$ cat src/rtl/an_decoder_barrett_pipe.sv
// AN-code decoder: Barrett residue, single +/-2^i error correction, Barrett quotient recovery.
// Latency: 4 cycles from input accept to out_valid, 1 codeword per cycle throughput.
// Backpressure: whole pipeline stalls while out_valid & !out_ready; in_ready follows the stall.
module an_decoder_barrett_pipe #(
  parameter int A  = 13,
  parameter int NW = 6,
  parameter int K  = 3,
  parameter int RW = 4,
  parameter int CW = 16
) (
  input  logic          clk,
  input  logic          rst_n,
  input  logic          in_valid,
  output logic          in_ready,
  input  logic [NW-1:0] in_codeword,
  output logic          out_valid,
  input  logic          out_ready,
  output logic [K-1:0]  out_message,
  output logic          out_corrected,
  output logic          out_uncorr,
  output logic [RW-1:0] out_residue,
  input  logic          cnt_clr,
  output logic [CW-1:0] cnt_corr,
  output logic [CW-1:0] cnt_uncorr
);

  localparam int            KB     = 2 * NW;
  localparam logic [KB:0]   BM     = (KB+1)'((64'd1 << KB) / 64'(A));
  localparam logic [NW-1:0] A_NW   = NW'(A);
  localparam logic [RW-1:0] A_RW   = RW'(A);
  localparam logic [NW-1:0] ONE_NW = NW'(1);

  // Barrett quotient estimate floor(x*M / 2^kb); the product is kept at full width.
  function automatic logic [NW-1:0] barrett_est(input logic [NW-1:0] x);
    logic [NW+KB-1:0] prod;
    prod = {{KB{1'b0}}, x} * {{(NW-1){1'b0}}, BM};
    return NW'(prod >> KB);
  endfunction

  // Residue after the single conditional correction step.
  function automatic logic [RW-1:0] barrett_r(input logic [NW-1:0] x);
    logic [NW-1:0] q;
    logic [NW-1:0] r;
    q = barrett_est(x);
    r = x - q * A_NW;
    if (r >= A_NW) r = r - A_NW;
    return RW'(r);
  endfunction

  // Quotient after the single conditional correction step.
  function automatic logic [K-1:0] barrett_q(input logic [NW-1:0] x);
    logic [NW-1:0] q;
    logic [NW-1:0] r;
    q = barrett_est(x);
    r = x - q * A_NW;
    if (r >= A_NW) q = q + ONE_NW;
    return K'(q);
  endfunction

  // 2^i mod A, folded to a constant once the scan loop unrolls.
  function automatic logic [RW-1:0] pow2mod(input int i);
    return RW'((64'd1 << i) % 64'(A));
  endfunction

  logic          w_en;
  logic          r_v1, r_v2, r_v3, r_v4;
  logic [NW-1:0] r_cw1, r_cw2, r_c3;
  logic [RW-1:0] r_res2, r_res3, r_res4;
  logic          r_corr3, r_unc3, r_corr4, r_unc4;
  logic [K-1:0]  r_msg4;
  logic          w_found;
  logic [NW+1:0] w_e;
  logic [NW+1:0] w_c;
  logic          w_unc;
  logic          w_hs;

  assign w_en     = !out_valid | out_ready;
  assign in_ready = w_en & rst_n;
  assign w_hs     = out_valid & out_ready;

  // S1/S2: capture the codeword, then its residue.
  always_ff @(posedge clk) begin
    if (!rst_n) begin
      r_v1   <= 1'b0;
      r_cw1  <= '0;
      r_v2   <= 1'b0;
      r_cw2  <= '0;
      r_res2 <= '0;
    end else if (w_en) begin
      r_v1   <= in_valid;
      r_cw1  <= in_codeword;
      r_v2   <= r_v1;
      r_cw2  <= r_cw1;
      r_res2 <= barrett_r(r_cw1);
    end
  end

  // Syndrome scan: first i wins, +2^i checked before -2^i; correction done at NW+2 bits signed.
  always_comb begin
    w_found = 1'b0;
    w_e     = '0;
    for (int i = 0; i < NW; i++) begin
      if (!w_found && r_res2 != '0) begin
        if (r_res2 == pow2mod(i)) begin
          w_found = 1'b1;
          w_e     = (NW+2)'(1) << i;
        end else if (r_res2 == A_RW - pow2mod(i)) begin
          w_found = 1'b1;
          w_e     = '0 - ((NW+2)'(1) << i);
        end
      end
    end
    w_c   = {2'b00, r_cw2} - w_e;
    // Sign bit set means c < 0; bit NW set means c > 2^NW - 1.
    w_unc = (r_res2 != '0 && !w_found) || w_c[NW+1] || w_c[NW];
  end

  // S3/S4: register the corrected word, then recover the message from it.
  always_ff @(posedge clk) begin
    if (!rst_n) begin
      r_v3    <= 1'b0;
      r_c3    <= '0;
      r_corr3 <= 1'b0;
      r_unc3  <= 1'b0;
      r_res3  <= '0;
      r_v4    <= 1'b0;
      r_msg4  <= '0;
      r_corr4 <= 1'b0;
      r_unc4  <= 1'b0;
      r_res4  <= '0;
    end else if (w_en) begin
      r_v3    <= r_v2;
      r_c3    <= w_c[NW-1:0];
      r_corr3 <= w_found & !w_unc;
      r_unc3  <= w_unc;
      r_res3  <= r_res2;
      r_v4    <= r_v3;
      r_msg4  <= r_unc3 ? '0 : barrett_q(r_c3);
      r_corr4 <= r_corr3;
      r_unc4  <= r_unc3;
      r_res4  <= r_res3;
    end
  end

  // Output register: holds while the consumer stalls; bubbles only clear out_valid.
  always_ff @(posedge clk) begin
    if (!rst_n) begin
      out_valid     <= 1'b0;
      out_message   <= '0;
      out_corrected <= 1'b0;
      out_uncorr    <= 1'b0;
      out_residue   <= '0;
    end else if (w_en) begin
      out_valid <= r_v4;
      if (r_v4) begin
        out_message   <= r_msg4;
        out_corrected <= r_corr4;
        out_uncorr    <= r_unc4;
        out_residue   <= r_res4;
      end
    end
  end

  // Saturating statistics, counted on the handshake edge; clear beats increment.
  always_ff @(posedge clk) begin
    if (!rst_n || cnt_clr) begin
      cnt_corr   <= '0;
      cnt_uncorr <= '0;
    end else if (w_hs) begin
      if (out_corrected && cnt_corr != '1) cnt_corr <= cnt_corr + CW'(1);
      if (out_uncorr && cnt_uncorr != '1) cnt_uncorr <= cnt_uncorr + CW'(1);
    end
  end

endmodule
$ cat config.mk
export PLATFORM = sky130hd
export DESIGN_NAME = an_decoder_barrett_pipe
export DESIGN_NICKNAME = d
export VERILOG_FILES = /design/src/rtl/an_decoder_barrett_pipe.sv
export SDC_FILE = /design/constraint.sdc
export NUM_CORES = 1
export LEC_CHECK = 0
export CORE_MARGIN = 3
export CORE_UTILIZATION = 40
export DETAILED_ROUTE_END_ITERATION = 16
export PLACE_DENSITY = 0.59
export SYNTH_ARGS = -nofsm -noshare
export SYNTH_HDL_FRONTEND = slang
export SYNTH_SLANG_ARGS = --single-unit
$ cat constraint.sdc
create_clock -name clk -period 17.77 [get_ports clk]
set_input_delay 2.6655 -clock clk [delete_from_list [all_inputs] [get_ports clk]]
set_output_delay 2.6655 -clock clk [all_outputs]
set_load 0.1 [all_outputs]
== After elaboration in Yosys (flattened, before gate mapping) ==
Cells that the tools add are included.
W data, S select, Z words.

* Bits in read-only memories: 0
* Flip-flop bits (word level): 83
* Output and inout port bits: 43
* Memory bits (writable): 0
* Latch bits: 0
* Memories kept: 0
* Word-level logic and storage cells: 116

* Divide/modulo/power cells: 0
* $add $sub $neg: 7
* Bitwise logic cells: 4
* Reductions and logical operators: 24
* Shift operators: 0
* Equal/unequal tests: 14
* Multiply operators: 4
* Order comparisons: 2
* Multiplexer cells: 39

{| class="wikitable"
|+ Operator list
! cell !! number
|-
| $mux W8 || 18
|-
| $add A16 B1 Y16 const B || 2
|-
| $ne A16 B16 Y1 const B || 2
|-
| $mul A6 B9 Y15 const B || 2
|-
| $eq A4 B4 Y1 const B || 5
|-
| $mux W1 || 18
|-
| $eq A4 B3 Y1 const B || 4
|-
| $ge A6 B4 Y1 const B || 2
|-
| $mul A3 B4 Y6 const B || 2
|-
| $sub A6 B6 Y6 || 2
|-
| $logic_not A1 Y1 || 9
|-
| $eq A4 B2 Y1 const B || 2
|-
| $logic_and A1 B1 Y1 || 8
|-
| $sub A6 B8 Y8 || 1
|-
| $mux W3 || 2
|-
| $reduce_and A2 Y1 || 3
|-
| $eq A4 B1 Y1 const B || 1
|-
| $mux W4 || 1
|-
| $reduce_bool A4 Y1 || 1
|-
| $sub A4 B4 Y4 const B || 1
|-
| $add A3 B1 Y3 const B || 1
|-
| $and A1 B1 Y1 || 3
|-
| $logic_or A1 B1 Y1 || 3
|-
| $or A1 B1 Y1 || 1
|}

== Depth between registers and ports, before layout ==
Gate-level depths: netlist of run 1.

* Depth in word-level cells: 25
* Depth in mapped cells: 25

== Worst setup path after synthesis of run 1 ==
OpenSTA, ideal clock, no wires.

* Path type: input to output
* Start: input out_ready
* End: output in_ready
* Arrival: 3.506 ns
* Path slack: 11.599 ns
* Stages: 3
* Data required time: 15.104 ns
* Cell sequence: nand2b_2 nand2_1 inv_1

* Longest elaborated chain between the ends: 2

{| class="wikitable"
|+ RTL lines
! element !! RTL line !! source
|-
| start, declared || 17 || <nowiki>input logic out_ready,</nowiki>
|-
| $or A1 B1 Y1 || 77 || <nowiki>assign w_en = !out_valid | out_ready;</nowiki>
|-
| $and A1 B1 Y1 || 78 || <nowiki>assign in_ready = w_en & rst_n;</nowiki>
|-
| end, declared || 14 || <nowiki>output logic in_ready,</nowiki>
|}

No other way between the ends.

== Final worst setup path of run 1 ==
Same ends and word-level chain as after synthesis.

==> summary.txt, run 1 <==
Status
  • Outcome: completed

Timing
  • Final period utilization: 44.0%
  • Final setup margin: 9.94 ns
  • TNS Setup: 0 ns
  • Final Hold Fails: 0
  • Final Setup Violations: 0
  • Worst-Margin Slew: 1.00 ns
  • Fmax: 128 MHz
  • Layout Skew: 0.00542 ns
  • Rel. slew slack: 33.1%
  • Hold WS: 0.452 ns
  • RSZ-0062 raised after global routing: no
  • Minimum clock period: ~7.8 ns
  • Slew Viols, Final: 0

Floorplan
  • Number of I/O pins: 54
  • Floorplan die width: about 130 um
  • Die H: 129 um
  • Initial Util: 41.1%
  • Core area: 14600 um2
  • Die area: 16500 um2
  • FP Rows: 44

Detailed routing
  • DRT Wirelength: 12900 um
  • Vias per cell: 5.21
  • DR pass1 iterations: 5
  • DRC errors left: 0
  • Routed Antenna Nets: 0
  • Via count: 4996
  • Initial DRC count: 231
  • Routed WL per cell: 13.5 um

Critical path
  • Worst Path Arrival: 5.16 ns
  • Critical Path Most Common Cell: clkdlybuf4s50_1
  • R2R Path End: r_msg4[1]$_SDFFE_PN0N_
  • Worst Setup Start Kind: input port
  • Setup crit end: in_ready
  • CP max-delay cell: clkdlybuf4s50_1
  • WP buf/inv: 4
  • Crit. path cell count: 6
  • Crit-path max FO: 50
  • Reg2Reg Setup Slack: 11.00 ns
  • Critical Path, Cell by Cell: clkdlybuf4s50_1 -> nand2b_2 -> buf_4 -> nand2_1 -> inv_1 -> clkdlybuf4s50_1
  • Worst EP required: 15.10 ns
  • Slowest stage delay, CP: ~1.1 ns
  • Worst r2r src: r_c3[4]$_SDFFE_PN0N_
  • R2R cell count: 24
  • Crit. Startpoint: out_ready
  • Delay-heaviest family, CP: buffers and inverters
  • Setup CP Type: input port to primary output
  • Crit end category: primary output

Clock network
  • H-tree levels: 3
  • Cts hold-fix bufs: 0
  • Post-CTS Setup Bufs: 0
  • Clock latency on the worst-skew pair: 0.34 ns
  • Clock slew at reported path FFs: 0.06 ns
  • CTS sink cnt: between 80 and 90
  • CTS tree: done
  • Clk buf depth: 2
  • CTS Root Cell: clkbuf_16
  • Post-CTS Resized: 0
  • CTS Buf Count: 9

Placement
  • Dpl hpwl: approximately 10000 um
  • IO buf count: 53
  • GPL Wtd Cong: 0.808
  • DP Worst Slack: 9.96 ns

Global route
  • GRT Overall Usage: 15.9%
  • Vias in the first global route: 4862
  • Initial antenna violation count: 0
  • Largest net degree at the start of global routing: 51
  • GRT overflow: 0
  • First-pass GRT wire length: 21900 um

Final layout
  • # fillers: 1436
  • Antenna cell count: 0
  • Share of layout cells above drive strength 1: 3.61%
  • Final net count: 885
  • Multi-input combinational cell area: 3880 um2
  • Area Growth Syn to Fin: 15.6%
  • Finished Core Util: 47.5%
  • Storage cell area: ~1700 um2

Synth
  • Post-synth top area share: between 20 and 30%
  • Largest area contributor in the netlist: dfxtp_1
  • Top post-synthesis cells by area: dfxtp_1 28%, ha_1 16%, fa_1 8.7%
  • Synth cell count leaders: 101 x nand2_1, 91 x inv_1, 83 x dfxtp_1
  • Netlist cell types: 59
  • Ys flop type: dfxtp_1
  • Cell with the most instances after synthesis: nand2_1
  • Mapped Area: 6010 um2
  • Sequential area share after synthesis: 27.6%
  • EDFF count, synth: 0
  • #FFs+latches synth: 83
  • Synth warn: 0
  • Synth Instances: 730
  • Mapped Nets: 843
  • Synthesized area per cell: 8.24 um2
  • Async S/R FF share, synth: 0%

Pwr
  • Max rail drop VDD: 0.0608 mV
  • Pwr Total: 954 uW
  • Leak: 2.90 nW
  • Pwr Density: approximately 140 nW/um2

Run
  • Max cap viols: 0

Min path
  • Tightest Hold Check Type: register to register
[worst min-delay path, stage by stage, from the launching register on]
cell     delay (ns)
dfxtp_1        0.31
nand2_1        0.05
a21oi_1        0.05
[where the power goes]
group	switching [mW]	total, mW	internal [mW]
clock	0.0721	0.183	0.111
sequential	0.0350	0.241	0.206
combinational	0.293	0.530	0.237
total	0.400	0.954	0.554
[layout make-up]
| cell class | instances | area share (%) |
|---|---|---|
| clock buffer | 12 | 3.55 |
| clock inverter | 2 | 0.540 |
| inverter | 92 | 4.97 |
| multi-input combinational | 530 | 55.8 |
| sequential | 83 | 23.9 |
| tap | 184 | 3.31 |
| timing repair buffer | 56 | 7.95 |
[cell usage in the layout (no fill, tap or decap), drive strengths merged, types with 4 or more instances in the layout]
master,instances
a21oi,66
nor3,7
nor2b,6
xor2,15
nand4,6
inv,92
xnor2,25
o211ai,4
o21ai,32
nand2b,7
clkbuf,12
ha,76
clkdlybuf4s50,53
nand3,29
dfxtp,83
or2,5
nand2,101
fa,26
and4,5
a211oi,6
or3,16
mux2i,7
nor2,43
[stage by stage]
step | std cells | area, um2
2_1_floorplan | 730 | 6010
3_3_place_gp | 945 | 6670
3_5_place_dp | 945 | 6670
4_1_cts | 959 | 6950
5_1_grt | 959 | 6950
6_report | 959 | 6950
[state kept, by name, indices dropped and copies added (netlist names), 3 cells and up]
signal       cells
out_residue      4
r_msg4           3
r_res3           4
cnt_uncorr      16
r_c3             6
r_res2           4
r_res4           4
r_cw2            6
out_message      3
r_cw1            6
cnt_corr        16
[worst min-delay path by stage]
stage,startpoint,slack (ns),cells after the start,end
after floorplan,r_cw2[0]$_SDFFE_PN0N_,0.43,2,r_cw2[0]$_SDFFE_PN0N_
after global placement,r_res4[3]$_SDFFE_PN0N_,0.44,2,r_res4[3]$_SDFFE_PN0N_
after detailed placement,r_corr3$_SDFFE_PN0N_,0.44,2,r_corr3$_SDFFE_PN0N_
after CTS,r_corr3$_SDFFE_PN0N_,0.45,2,r_corr3$_SDFFE_PN0N_
after global routing,r_v2$_SDFFE_PN0N_,0.47,2,r_v3$_SDFFE_PN0N_
final,r_corr3$_SDFFE_PN0N_,0.45,2,r_corr3$_SDFFE_PN0N_
[cell families (layout without fill, tap and decap cells)]
group	after synthesis	in the layout	synth area share, %
xor gates and xnor gates	40	40	5.82
adders and majority gates	102	102	24.5
and+or+nand+nor	242	242	19.3
DFF	83	83	27.6
muxes	7	7	1.17
buffers and inverters	117	162	7.93
AOI/OAI and AO/OA	139	139	13.7
[per-layer routing]
metal | routed length (um) | up-vias | track usage, %
met2 | 6260 | 56 | 26.9
met1 | 6080 | 2385 | 20.5
li1 | - | 2533 | -
met4 | 228 | 0 | 5.25
met3 | 334 | 22 | 3.11
met5 | 0 | - | 0
Power figures use the tool's default switching activity.
==> inputs of run 2 (changes only) <==
PLACE_DENSITY = 0.61   (was 0.59)
clock period = 6.59 ns   (was 17.77 ns; I/O delays follow)
==> run 2 against run 1 <==
Net effect:
- first-iteration DRC count shrank 0.87%
- critical path depth up 17
- non-clock buffer count up 8
- worst setup slack worse by 9.5 ns
==> summary.txt, run 2 (synthesis results as in run 1) <==
Critical path
  • Crit. Startpoint: r_cw1[0]$_SDFFE_PN0N_
  • Slowest stage delay, CP: 0.55 ns
  • Setup CP Type: register to register
  • Worst r2r src: r_cw1[0]$_SDFFE_PN0N_
  • Crit-path max FO: 6
  • Critical Path, Cell by Cell: fa_1 -> inv_1 -> fa_1 -> fa_1 -> inv_1 -> ha_1 -> a21oi_1 -> o22ai_1 -> o22ai_1 -> o21bai_1 -> or2_2 -> and2_1 -> ha_1 -> inv_1 -> fa_1 -> ha_1 -> o21a_1 -> nor4b_1 -> nor3b_1 -> xnor2_1 -> and4_1 -> or3_1 -> a31oi_1
  • CP max-delay cell: fa_1
  • Worst EP required: 6.85 ns
  • Crit end category: register
  • Worst Path Arrival: ~6.4 ns
  • Critical Path Most Common Cell: fa_1
  • WP buf/inv: 3
  • Worst Setup Start Kind: register
  • Delay-heaviest family, CP: adder cells

Detailed routing
  • DR pass1 iterations: 4
  • Vias per cell: 5.17
  • DRT Wirelength: 13200 um
  • Routed Antenna Nets: 0
  • Initial DRC count: approximately 230
  • Via count: ~5.0k
  • Routed WL per cell: 13.6 um
  • DRC errors left: 0

Floorplan
  • Number of I/O pins: 54
  • Core area: ~15000 um2
  • Initial Util: 41.1%
  • Floorplan die width: 129 um
  • FP Rows: 44
  • Die H: roughly 130 um
  • Die area: 16500 um2

Timing
  • RSZ-0062 raised after global routing: no
  • Final setup margin: 0.409 ns
  • Worst-Margin Slew: roughly 1.2 ns
  • Final period utilization: 93.8%
  • Minimum clock period: between 6 and 7 ns
  • Final Setup Violations: 0
  • Slew Viols, Final: 0
  • Layout Skew: 0.00642 ns
  • Final Hold Fails: 0
  • Hold WS: 0.451 ns
  • Rel. slew slack: 21.3%
  • Fmax: approximately 160 MHz
  • TNS Setup: 0 ns

Clock network
  • CTS Buf Count: 9
  • Clock slew at reported path FFs: 0.06 ns
  • Clock latency on the worst-skew pair: 0.34 ns
  • CTS Root Cell: clkbuf_16
  • H-tree levels: 3
  • CTS sink cnt: 83
  • Cts hold-fix bufs: 0
  • Clk buf depth: 2
  • CTS tree: done

Global route
  • First-pass GRT wire length: 22700 um
  • Vias in the first global route: 5049
  • GRT Overall Usage: 16.4%
  • Largest net degree at the start of global routing: 51
  • GRT overflow: 0
  • Initial antenna violation count: 0

Pwr
  • Leak: 2.96 nW
  • Max rail drop VDD: approximately 0.21 mV
  • Pwr Total: ~2.7 mW
  • Pwr Density: 380 nW/um2

Final layout
  • Top Registers: cnt_corr (16), cnt_uncorr (16)
  • Commonest non-fill, non-tap cell in the layout: nand2_1
  • Share of layout cells above drive strength 1: 5.73%
  • Finished Core Util: 48.3%
  • Antenna cell count: 0
  • Final net count: 893
  • Area Growth Syn to Fin: 17.6%
  • Commonest cells after routing, fill and taps aside: 101 x nand2_1, 91 x inv_1, 81 x dfxtp_1
  • Post-Layout Inst Area: between 7000 and 8000 um2
  • Post-route insts no fill: just under 1k

Placement
  • Dpl hpwl: 10200 um
  • IO buf count: 53
  • GPL Wtd Cong: 0.890
  • DP Worst Slack: 0.239 ns
  • Placed inst area: 6720 um2
  • Inst Count DP: 952

Status
  • Outcome: completed

Min path
  • Worst hold start: r_res3[1]$_SDFFE_PN0N_
  • Tightest Hold Check Type: register to register

Run
  • Max cap viols: 0
==> run 2: cell count changes in the layout (fill, tap and decap cells not counted), moves of 2 or more <==
| cell | before | now |
|---|---|---|
| buf_4 | 3 | 11 |
| a2111oi_0 | 2 | 0 |
| clkbuf_1 | 2 | 0 |
| clkinvlp_4 | 1 | 3 |
| dfxtp_1 | 83 | 81 |
| dfxtp_2 | 0 | 2 |
==> run 2: layout make-up <==
type                       count  area (um2)
tap                          184         230
clock buffer                  10         239
timing repair buffer          64         613
inverter                      92         345
clock inverter                 6        72.6
multi-input combinational    530        3910
sequential                    83        1660
fill                        1399        7570
==> run 2: routing by layer <==
layer | vias to the layer above | GRT usage [%] | share of wire, %
li1 | 2551 | - | -
met4 | 0 | 4.45 | 1.5
met3 | 21 | 3.15 | 3.5
met2 | 73 | 28.2 | 49
met5 | - | 0 | 0
met1 | 2367 | 21.2 | 46
==> run 2: path summary, 6_finish.rpt <==
| check | endpoint | slack [ns] | depth (start not counted) |
|---|---|---|---|
| worst max-delay path | r_res2[3]$_SDFFE_PN0N_ | 0.41 | 23 |
| worst min-delay path | r_res3[1]$_SDFFE_PN0N_ | 0.45 | 2 |
| worst max register to register | r_res2[3]$_SDFFE_PN0N_ | 0.41 | 23 |
| worst min register to register | r_res3[1]$_SDFFE_PN0N_ | 0.45 | 2 |
==> run 2: where the power goes <==
group | total, mW | internal [mW] | switching (mW)
clock network | 0.524 | 0.308 | 0.216
registers | 0.636 | 0.556 | 0.0796
logic | 1.52 | 0.679 | 0.845
total | 2.68 | 1.54 | 1.14
==> run 2: timing repair <==
| item | CTS | global route |
|---|---|---|
| resized for setup | 0 | 8 |
| endpoints found under the hold margin | 0 | 0 |
| endpoints found under the setup margin | 0 | 5 |
| buffers inserted | 0 | 1 |
==> run 2: worst min-delay path, cell delays in order (launching register included) <==
cell	delay, ns
dfxtp_1	0.31
nand2_1	0.05
a21oi_1	0.05
==> inputs of run 3 (changes only) <==
SETUP_SLACK_MARGIN = 0.5   (was not set)
==> run 3 against run 2 <==
Net effect:
- global-route usage is 0.10 points higher
- largest cell class unchanged
- clock power hardly changed
- wire length increased by 1.3%
- first-iteration DRC count up 19%
- design area increased by 2.4%
- register-to-register slack improved by 0.29 ns
- sequential power grew 0.6%
- clock skew about the same
- fmax grew 4.9%
- count of clock-buffer cells in the layout unchanged
==> summary.txt, run 3 (synthesis results as in run 1) <==
Global route
  • GRT overflow: 0
  • Grt met2 use: 28.3%
  • Met1 usage in global routing: 21.6%
  • First-pass GRT wire length: 22900 um
  • GRT Overall Usage: around 17%
  • Vias in the first global route: 5031
  • Grt met3 use: 3.15%
  • Largest net degree at the start of global routing: 51
  • Initial antenna violation count: 0
  • Grt peak-use layer: met2

Clock network
  • CTS Buf Count: 9
  • Cts hold-fix bufs: 0
  • CTS sink cnt: 83
  • Clock latency on the worst-skew pair: 0.34 ns
  • Clk buf depth: 2
  • CTS tree: done
  • CTS Root Cell: clkbuf_16
  • H-tree levels: 3
  • Clock slew at reported path FFs: 0.06 ns

Detailed routing
  • DRC errors left: 0
  • Vias per cell: 5.20
  • Initial DRC count: around 270
  • Routed WL per cell: 13.7 um
  • DRT Wirelength: 13300 um
  • Via count: 5045
  • Routed Antenna Nets: 0
  • DR pass1 iterations: 5

Final layout
  • Area Growth Syn to Fin: 20.3%
  • Commonest non-fill, non-tap cell in the layout: nand2_1
  • Share of layout cells above drive strength 1: 9.03%
  • Multi-input combinational cell area: 4050 um2
  • Post-route insts no fill: 970
  • Top Registers: cnt_corr (16), cnt_uncorr (16)
  • Antenna cell count: 0
  • Commonest cells after routing, fill and taps aside: 101 x nand2_1, 91 x inv_1, 75 x dfxtp_1
  • Final net count: 894
  • Storage cell area: 1680 um2
  • # fillers: roughly 1.4k

Floorplan
  • FP Rows: 44
  • Die H: about 130 um
  • Core area: 14600 um2
  • Initial Util: 41.1%
  • Die area: between 15000 and 20000 um2
  • Number of I/O pins: 54
  • Floorplan die width: 129 um

Critical path
  • Crit end category: register
  • CP max-delay cell: fa_2
  • Worst Path Arrival: roughly 6 ns
  • Slowest stage delay, CP: 0.57 ns
  • Worst Setup Start Kind: register
  • Setup CP Type: register to register
  • Critical Path, Cell by Cell: fa_1 -> inv_1 -> fa_1 -> fa_1 -> inv_1 -> ha_1 -> a21oi_2 -> o22ai_2 -> o22ai_2 -> o21bai_1 -> or2_4 -> and2_1 -> ha_1 -> inv_1 -> fa_2 -> ha_4 -> o21a_1 -> o21ai_0 -> nand2b_1 -> nor3b_2 -> xnor2_1 -> and4_4 -> or3_1 -> a31oi_1
  • Crit-path max FO: 6
  • Worst EP required: 6.85 ns

Timing
  • Final period utilization: around 89%
  • Minimum clock period: 5.89 ns
  • Fmax: 170 MHz
  • Slew Viols, Final: 0
  • Hold WS: between 0.4 and 0.5 ns
  • Final Hold Fails: 0
  • Rel. slew slack: 21.4%
  • Worst-Margin Slew: 1.18 ns
  • Final Setup Violations: 0
  • TNS Setup: 0 ns
  • Layout Skew: 0.00679 ns
  • RSZ-0062 raised after global routing: no

Pwr
  • Leak: 3.00 nW
  • Max rail drop VDD: about 0.2 mV
  • Pwr Density: 392 nW/um2

Placement
  • Inst Count DP: approximately 950
  • Dpl hpwl: 10200 um
  • IO buf count: 53
  • GPL Wtd Cong: 0.890

Run
  • Max cap viols: 0

Min path
  • Tightest Hold Check Type: register to register

Status
  • Outcome: completed
run 3: cell type report:
type	count	share of cell area (%)
multi-input combinational	530	56.0
sequential	83	23.2
timing repair buffer	65	8.63
inverter	92	4.77
clock buffer	10	3.30
tap	184	3.18
clock inverter	6	1.00
run 3: worst max-delay path: cells and delay by family (launching register included):
family	cells	cell delay [ns]
fa+ha+maj	7	2.96
simple gates	6	1.25
xor+xnor	1	0.09
flops	1	0.33
buf+inv	3	0.15
compound gates	7	1.04
run 3: per-stage QoR:
stage	utilization (%)	total power [mW]	cell area [um2]	worst slack, ns
after floorplan	-	1.80	6010	0.685
after global placement	45.9	2.03	6720	0.462
after detailed placement	45.9	2.12	6720	0.239
after CTS	48.4	2.70	7080	0.519
after global routing	49.4	3.10	7240	0.395
final	49.4	2.84	7240	0.698
run 3: final timing paths:
kind | startpoint | endpoint | slack (ns) | cells after the start
setup / recovery | r_cw1[0]$_SDFFE_PN0N_ | r_res2[3]$_SDFFE_PN0N_ | 0.70 | 24
hold / removal | r_res3[1]$_SDFFE_PN0N_ | r_res3[1]$_SDFFE_PN0N_ | 0.45 | 2
setup reg to reg | r_cw1[0]$_SDFFE_PN0N_ | r_res2[3]$_SDFFE_PN0N_ | 0.70 | 24
hold reg to reg | r_res3[1]$_SDFFE_PN0N_ | r_res3[1]$_SDFFE_PN0N_ | 0.45 | 2
run 3: power by group:
group	switching, mW	total (mW)	internal (mW)
combinational	0.914	1.67	0.759
clock	0.216	0.524	0.308
sequential	0.0810	0.640	0.559
total	1.21	2.84	1.63
run 3: layer usage:
metal | share of wire [%] | vias up
li1 | - | 2557
met1 | 47 | 2386
met2 | 49 | 83
met3 | 2.7 | 19
met4 | 1.4 | 0
met5 | 0 | -
run 3: repair_timing:
| action | in CTS | in global routing |
|---|---|---|
| resized for setup | 11 | 29 |
| pin swaps | 5 | 12 |
| setup endpoints to repair | 7 | 7 |
| buffers inserted | 1 | 1 |
